===== src/rtl/i2c_regbank_slave.sv =====
`timescale 1ns/1ps
// i2c_regbank_slave
// I2C target with an NREGS x 8 register bank. After its 7-bit address, the
// controller sends a sub-address pointer, then reads or writes bytes. The
// pointer auto-increments and wraps modulo NREGS.
// Optional feature macro: I2C_READ_EN builds the controller-read path
// (RDATA/RDATA_ACK). Without it, a read address is NAKed.
module i2c_regbank_slave #(
  parameter logic [6:0] I2C_ADDR    = 7'h70,
  parameter int         NREGS       = 16,
  parameter int         SYNC_STAGES = 2,
  localparam int        PW          = $clog2(NREGS)
) (
  input  logic               clk,
  input  logic               rst_n,
  input  logic               ena,
  input  logic               scl_in,
  input  logic               sda_in,
  output logic               sda_oe,
  output logic [NREGS*8-1:0] regs_flat,
  output logic               wr_stb,
  output logic [PW-1:0]      wr_addr,
  output logic               busy
);

  typedef enum logic [3:0] {
    IDLE,
    ADDR,
    ADDR_ACK,
    SUB,
    SUB_ACK,
    WDATA,
    WDATA_ACK,
    RDATA,
    RDATA_ACK,
    WAIT_STOP
  } state_t;

  logic [SYNC_STAGES-1:0] scl_sync;
  logic [SYNC_STAGES-1:0] sda_sync;
  logic                   scl_s;
  logic                   sda_s;
  logic                   scl_d;
  logic                   sda_d;
  logic                   scl_rise;
  logic                   scl_fall;
  logic                   start_det;
  logic                   stop_det;

  state_t        state;
  state_t        state_n;
  logic [3:0]    bit_cnt;
  logic [3:0]    bit_cnt_n;
  logic [7:0]    shift;
  logic [7:0]    shift_n;
  logic [7:0]    shift_in;
  logic [PW-1:0] pointer;
  logic [PW-1:0] pointer_n;
  logic [PW-1:0] pointer_inc;
  logic          sda_oe_n;
  logic          busy_n;
  logic          wr_stb_n;
  logic [PW-1:0] wr_addr_n;
  logic          addr_match;
  logic          sub_in_range;
  logic          reg_we;
  logic [7:0]    regs [NREGS];
`ifdef I2C_READ_EN
  logic [7:0]    rd_byte;
`endif

  // Synchronise the pins, then keep one history flop of each for edge detection.
  // The history flops reset high (idle bus) so reset release creates no phantom START.
  always_ff @(posedge clk or negedge rst_n) begin
    if (!rst_n) begin
      scl_sync <= '1;
      sda_sync <= '1;
      scl_d    <= 1'b1;
      sda_d    <= 1'b1;
    end else begin
      scl_sync <= {scl_sync[SYNC_STAGES-2:0], scl_in};
      sda_sync <= {sda_sync[SYNC_STAGES-2:0], sda_in};
      scl_d    <= scl_s;
      sda_d    <= sda_s;
    end
  end

  assign scl_s     = scl_sync[SYNC_STAGES-1];
  assign sda_s     = sda_sync[SYNC_STAGES-1];
  assign scl_rise  = scl_s & ~scl_d;
  assign scl_fall  = ~scl_s & scl_d;
  assign start_det = scl_s & scl_d & sda_d & ~sda_s;
  assign stop_det  = scl_s & scl_d & ~sda_d & sda_s;

  assign shift_in     = {shift[6:0], sda_s};
  assign pointer_inc  = (pointer == PW'(NREGS - 1)) ? '0 : pointer + PW'(1);
  assign sub_in_range = ({24'd0, shift} < 32'(NREGS));

`ifdef I2C_READ_EN
  assign addr_match = (shift[7:1] == I2C_ADDR);
  // Register writes happen on SCL rise and read loads on SCL fall, so a load
  // never coincides with a write. Any earlier write is already in the bank.
  assign rd_byte    = regs[pointer];
`else
  assign addr_match = (shift[7:1] == I2C_ADDR) && !shift[0];
`endif

  // Next-state and datapath decode. STOP/START override every state, and a low ena overrides everything.
  always_comb begin
    state_n   = state;
    bit_cnt_n = bit_cnt;
    shift_n   = shift;
    pointer_n = pointer;
    sda_oe_n  = sda_oe;
    busy_n    = busy;
    wr_stb_n  = 1'b0;
    wr_addr_n = wr_addr;
    reg_we    = 1'b0;

    if (!ena) begin
      state_n   = IDLE;
      sda_oe_n  = 1'b0;
      busy_n    = 1'b0;
      bit_cnt_n = '0;
    end else if (stop_det) begin
      state_n  = IDLE;
      sda_oe_n = 1'b0;
      busy_n   = 1'b0;
    end else if (start_det) begin
      state_n   = ADDR;
      bit_cnt_n = '0;
      sda_oe_n  = 1'b0;
    end else begin
      case (state)
        IDLE: begin
          sda_oe_n = 1'b0;
        end

        ADDR: begin
          if (scl_rise && bit_cnt != 4'd8) begin
            shift_n   = shift_in;
            bit_cnt_n = bit_cnt + 4'd1;
          end else if (scl_fall && bit_cnt == 4'd8) begin
            if (addr_match) begin
              sda_oe_n = 1'b1;
              busy_n   = 1'b1;
              state_n  = ADDR_ACK;
            end else begin
              state_n = WAIT_STOP;
            end
          end
        end

        ADDR_ACK: begin
          if (scl_fall) begin
            bit_cnt_n = '0;
`ifdef I2C_READ_EN
            if (shift[0]) begin
              shift_n  = rd_byte;
              sda_oe_n = ~rd_byte[7];
              state_n  = RDATA;
            end else begin
              sda_oe_n = 1'b0;
              state_n  = SUB;
            end
`else
            sda_oe_n = 1'b0;
            state_n  = SUB;
`endif
          end
        end

        SUB: begin
          if (scl_rise && bit_cnt != 4'd8) begin
            shift_n   = shift_in;
            bit_cnt_n = bit_cnt + 4'd1;
          end else if (scl_fall && bit_cnt == 4'd8) begin
            if (sub_in_range) begin
              pointer_n = shift[PW-1:0];
              sda_oe_n  = 1'b1;
              state_n   = SUB_ACK;
            end else begin
              state_n = WAIT_STOP;
            end
          end
        end

        SUB_ACK: begin
          if (scl_fall) begin
            sda_oe_n  = 1'b0;
            bit_cnt_n = '0;
            state_n   = WDATA;
          end
        end

        WDATA: begin
          if (scl_rise && bit_cnt != 4'd8) begin
            shift_n   = shift_in;
            bit_cnt_n = bit_cnt + 4'd1;
            if (bit_cnt == 4'd7) begin
              reg_we    = 1'b1;
              wr_stb_n  = 1'b1;
              wr_addr_n = pointer;
              pointer_n = pointer_inc;
            end
          end else if (scl_fall && bit_cnt == 4'd8) begin
            sda_oe_n = 1'b1;
            state_n  = WDATA_ACK;
          end
        end

        WDATA_ACK: begin
          if (scl_fall) begin
            sda_oe_n  = 1'b0;
            bit_cnt_n = '0;
            state_n   = WDATA;
          end
        end

`ifdef I2C_READ_EN
        RDATA: begin
          if (scl_rise && bit_cnt != 4'd8) begin
            bit_cnt_n = bit_cnt + 4'd1;
          end else if (scl_fall && bit_cnt == 4'd8) begin
            sda_oe_n  = 1'b0;
            pointer_n = pointer_inc;
            state_n   = RDATA_ACK;
          end else if (scl_fall && bit_cnt != 4'd0) begin
            shift_n  = {shift[6:0], 1'b0};
            sda_oe_n = ~shift[6];
          end
        end

        RDATA_ACK: begin
          if (scl_rise) begin
            shift_n = shift_in;
          end else if (scl_fall) begin
            if (shift[0]) begin
              state_n = WAIT_STOP;
            end else begin
              bit_cnt_n = '0;
              shift_n   = rd_byte;
              sda_oe_n  = ~rd_byte[7];
              state_n   = RDATA;
            end
          end
        end
`endif

        WAIT_STOP: begin
          sda_oe_n = 1'b0;
        end

        default: begin
          state_n  = IDLE;
          sda_oe_n = 1'b0;
        end
      endcase
    end
  end

  // State and control registers; reset takes effect immediately, even mid-transfer.
  always_ff @(posedge clk or negedge rst_n) begin
    if (!rst_n) begin
      state   <= IDLE;
      bit_cnt <= '0;
      shift   <= '0;
      pointer <= '0;
      sda_oe  <= 1'b0;
      busy    <= 1'b0;
      wr_stb  <= 1'b0;
      wr_addr <= '0;
    end else begin
      state   <= state_n;
      bit_cnt <= bit_cnt_n;
      shift   <= shift_n;
      pointer <= pointer_n;
      sda_oe  <= sda_oe_n;
      busy    <= busy_n;
      wr_stb  <= wr_stb_n;
      wr_addr <= wr_addr_n;
    end
  end

  // Register bank: the completed byte is written at the current pointer on the 8th sampled bit.
  always_ff @(posedge clk or negedge rst_n) begin
    if (!rst_n) begin
      for (int i = 0; i < NREGS; i++) begin
        regs[i] <= '0;
      end
    end else if (reg_we) begin
      regs[pointer] <= shift_in;
    end
  end

  for (genvar g = 0; g < NREGS; g++) begin : g_flat
    assign regs_flat[8*g +: 8] = regs[g];
  end

endmodule


===== config.mk =====
export PLATFORM = sky130hd
export DESIGN_NAME = i2c_regbank_slave
export DESIGN_NICKNAME = d
export VERILOG_FILES = /design/src/rtl/i2c_regbank_slave.sv
export SDC_FILE = /design/constraint.sdc
export NUM_CORES = 1
export LEC_CHECK = 0
export CAP_MARGIN = 20
export CORE_MARGIN = 5
export CORE_UTILIZATION = 54
export CTS_CLUSTER_SIZE = 20
export DETAILED_ROUTE_END_ITERATION = 16
export DONT_BUFFER_PORTS = 1
export GPL_ROUTABILITY_DRIVEN = 0
export PLACE_DENSITY = 0.72
export SLEW_MARGIN = 20
export SYNTH_ARGS = -nofsm -noshare
export SYNTH_HDL_FRONTEND = slang
export SYNTH_SLANG_ARGS = --single-unit

===== constraint.sdc =====
create_clock -name clk -period 2.09 [get_ports clk]
set_input_delay 0.418 -clock clk [delete_from_list [all_inputs] [get_ports clk]]
set_output_delay 0.418 -clock clk [all_outputs]
set_load 0.05 [all_outputs]

==> metrics.txt <==
run status=finished, violations left; violations in the final reports=hold timing; Num CTS Buffers=17; CTS tree=done; width of the die=123 um; via count=3972; fraction of the cycle the final worst path needs=97.7%; number of buffers inserted for hold repair after clock tree synthesis=2; area growth from synthesis to layout=15.6%; Post-synth ARST share=100%; leading cell type in the layout, fill and taps excluded=dfrtp_1; total number of placement rows=41; clock transition at the register clock pins on the worst setup and hold paths after CTS=~0.06 ns; H-tree lvl count=4; CP Launch Point=bit_cnt[0]; syn_nets=around 480; highest-count cells in the layout ignoring fill and taps=154 x dfrtp_1, 122 x mux2_2, 29 x buf_4; number of cells produced by synthesis=467; count of unique library cells instantiated by Yosys=56; Final Hold Slack=-0.310 ns; Finish-stage setup viols=0; final layout net count=507; part of the total power dissipated in sequential elements=47.9%; Placed Instances=640; overall overflow remaining after global route=0; post-layout power=6.56 mW; Die Y-Extent=approximately 120 um; slew at the pin closest to its max-slew limit=0.530 ns; WS Path Type=reg2reg; critical path fanouts, max=8; data arrival time of the critical path=2.35 ns; Final Routed Wirelength=roughly 16 mm; startpoint class of the critical path=flop; power share of the combinational group=1.9%; Peak VDD IR=0.496 mV; Critical R2R Capture=regs_flat[35]; Critical Path RT=2.39 ns; average instance area after synthesis=~15 um2; kind of capture point of the worst setup path=flop; unrepaired setup endpoints after global routing=yes; final max-slew violation count=0; post-DR wirelength/cell=23.2 um; setup slack of the most critical reg-to-reg path=0.05 ns; initial antenna violation count=0; post-detailed-route via-to-cell ratio=5.83; main flop type after synthesis=dfrtp_1; power share of the clock group=50.2%; number of routed nets with antenna violations=0; Worst-Skew Late Latency=around 0.42 ns; number of synthesized register bits=161; area of the core=12600 um2; fraction of final layout cells with drive strength greater than 1=47.3%; number of cells traversed by the worst register-to-register path=9; overall fraction of global-route tracks in use=between 20 and 25%; relative slew slack=64.6%; I/O pins=140; switching power=roughly 1.3 mW; number of sinks on the clock net=~160; reg-to-reg startpoint=bit_cnt[0]; DRC viols=0; count of flip-flops with a built-in enable after synthesis=0; root cell of the clock tree=clkbuf_16; DP HPWL=~10 mm; wire length of the first global-routing pass=24.9 mm; number of antenna diodes=0; 1st-iter DRT viols=301; f_max=490 MHz; Post-Route Skew=0.0130 ns; net switching fraction of the power=around a fifth; final hold violations=161; leak pwr=3.91 nW; post-synthesis cell area=6900 um2; pre-CTS setup slack=-0.0204 ns; number of buffer cells added on primary ports=0; HP Class=in2async; maximum number of pins on one net before global-route repair=162; final-layout fill cell count=928; Seq/Total Area, Yosys=58.5%; P_int=5.25 mW; final critical path time including I/O delays and setup=2.04 ns; total power density per cell area=822 nW/um2; initial cell density of the core=54.9%; sequential cell area=4040 um2; buffer depth of the longest clock path=2; number of warnings printed during yosys synthesis=0; total iterations of the first detailed-routing run=5; post-route setup TNS=0 ns; final cell utilization of the core=63.5%; multi-input gate area in the final layout=2720 um2; Worst Slack Setup Final=approximately 0.048 ns; Final Instance Count excl. Fillers=between 600 and 700; via count of the first global-routing pass=4181; Die Outline Area=15100 um2; count of max-cap constraint violations=0
registers in the layout, indices dropped and copies added, names as in the netlist, 2 cells and up:
name	flops
shift	8
scl_sync	2
bit_cnt	4
state	4
pointer	4
regs_flat	128
sda_sync	2
wr_addr	4
final cells by class:
type	count	share of cell area, %
multi-input cells	272	34.1
flip-flops and latches	161	50.6
clock buffers	20	5.72
clock inverters	12	2.29
well taps	172	2.70
repair buffers	36	4.17
inverters	8	0.376
timing repair:
action	in CTS	in global routing
resized for setup	1	13
hold endpoints to repair	163	161
buffers inserted	0	5
cloned	1	1
endpoints found under the setup margin	21	112
pin swaps	1	4
power by group through the flow:
stage	clock [mW]	sequential, mW	combinational [mW]
finish	3.29	3.14	0.124
global route	3.51	3.14	0.134
CTS	3.34	3.14	0.122
detailed placement	0	3.20	0.118
global placement	0	3.20	0.116
floorplan	0	3.20	0.0757
metrics by stage:
stage	instance area (um2)	hold slack [ns]
3_3_place_gp	7180	0.130
3_5_place_dp	7180	0.130
6_report	7980	-0.310
5_1_grt	7980	-0.339
2_1_floorplan	6900	0.122
4_1_cts	7880	-0.326
cell usage after synthesis (4+ instances only):
master	number	area share, %
nand2_1	15	0.82
nor2b_1	5	0.45
buf_6	4	0.65
ha_1	6	1.1
mux2_2	123	20
nor2_1	16	0.87
dfstp_2	6	2.3
clkbuf_1	17	0.92
inv_1	8	0.44
a21oi_1	9	0.65
nand3_4	16	4.1
nand3_1	5	0.36
o22ai_1	4	0.36
mux2_4	16	3.5
dfrtp_1	155	56
logic make-up (layout without fill, tap and decap cells):
family | Yosys count | in the layout | synth area share [%]
AND/OR/NAND/NOR | 81 | 81 | 9.30
buffers and inverters | 34 | 76 | 2.61
AO/OA/AOI/OAI | 40 | 40 | 4.08
adder cells (fa/ha/maj) | 6 | 6 | 1.09
multiplexers | 144 | 144 | 24.3
flip-flops | 161 | 161 | 58.5
XOR/XNOR | 1 | 1 | 0.127
per-layer routing:
layer	share of wire (%)	global-route usage [%]	wire length, um	vias to the layer above
met5	0	0	0	-
met4	2.4	7.89	381	0
met3	8.4	9.15	1320	34
met2	50	35.0	7900	150
met1	39	27.2	6170	2041
li1	-	-	-	1747
worst max path at each step:
stage,endpoint,slack [ns]
after floorplan,regs_flat[120],0.12
after global placement,regs_flat[122],0.05
after CTS,regs_flat[114],-0.04
after detailed placement,regs_flat[125],-0.02
after global routing,regs_flat[35],-0.05
final,regs_flat[35],0.05
critical path, cell delays in order, from the launching register on:
cell and delay [ns]:
dfrtp_1 0.39, buf_6 0.12, ha_4 0.13, and3b_2 0.24, nand2_4 0.06, nor3_4 0.19
buf_6 0.17, buf_16 0.14, nand3_4 0.14, mux2_4 0.35
(Power assumes the default switching activity.)
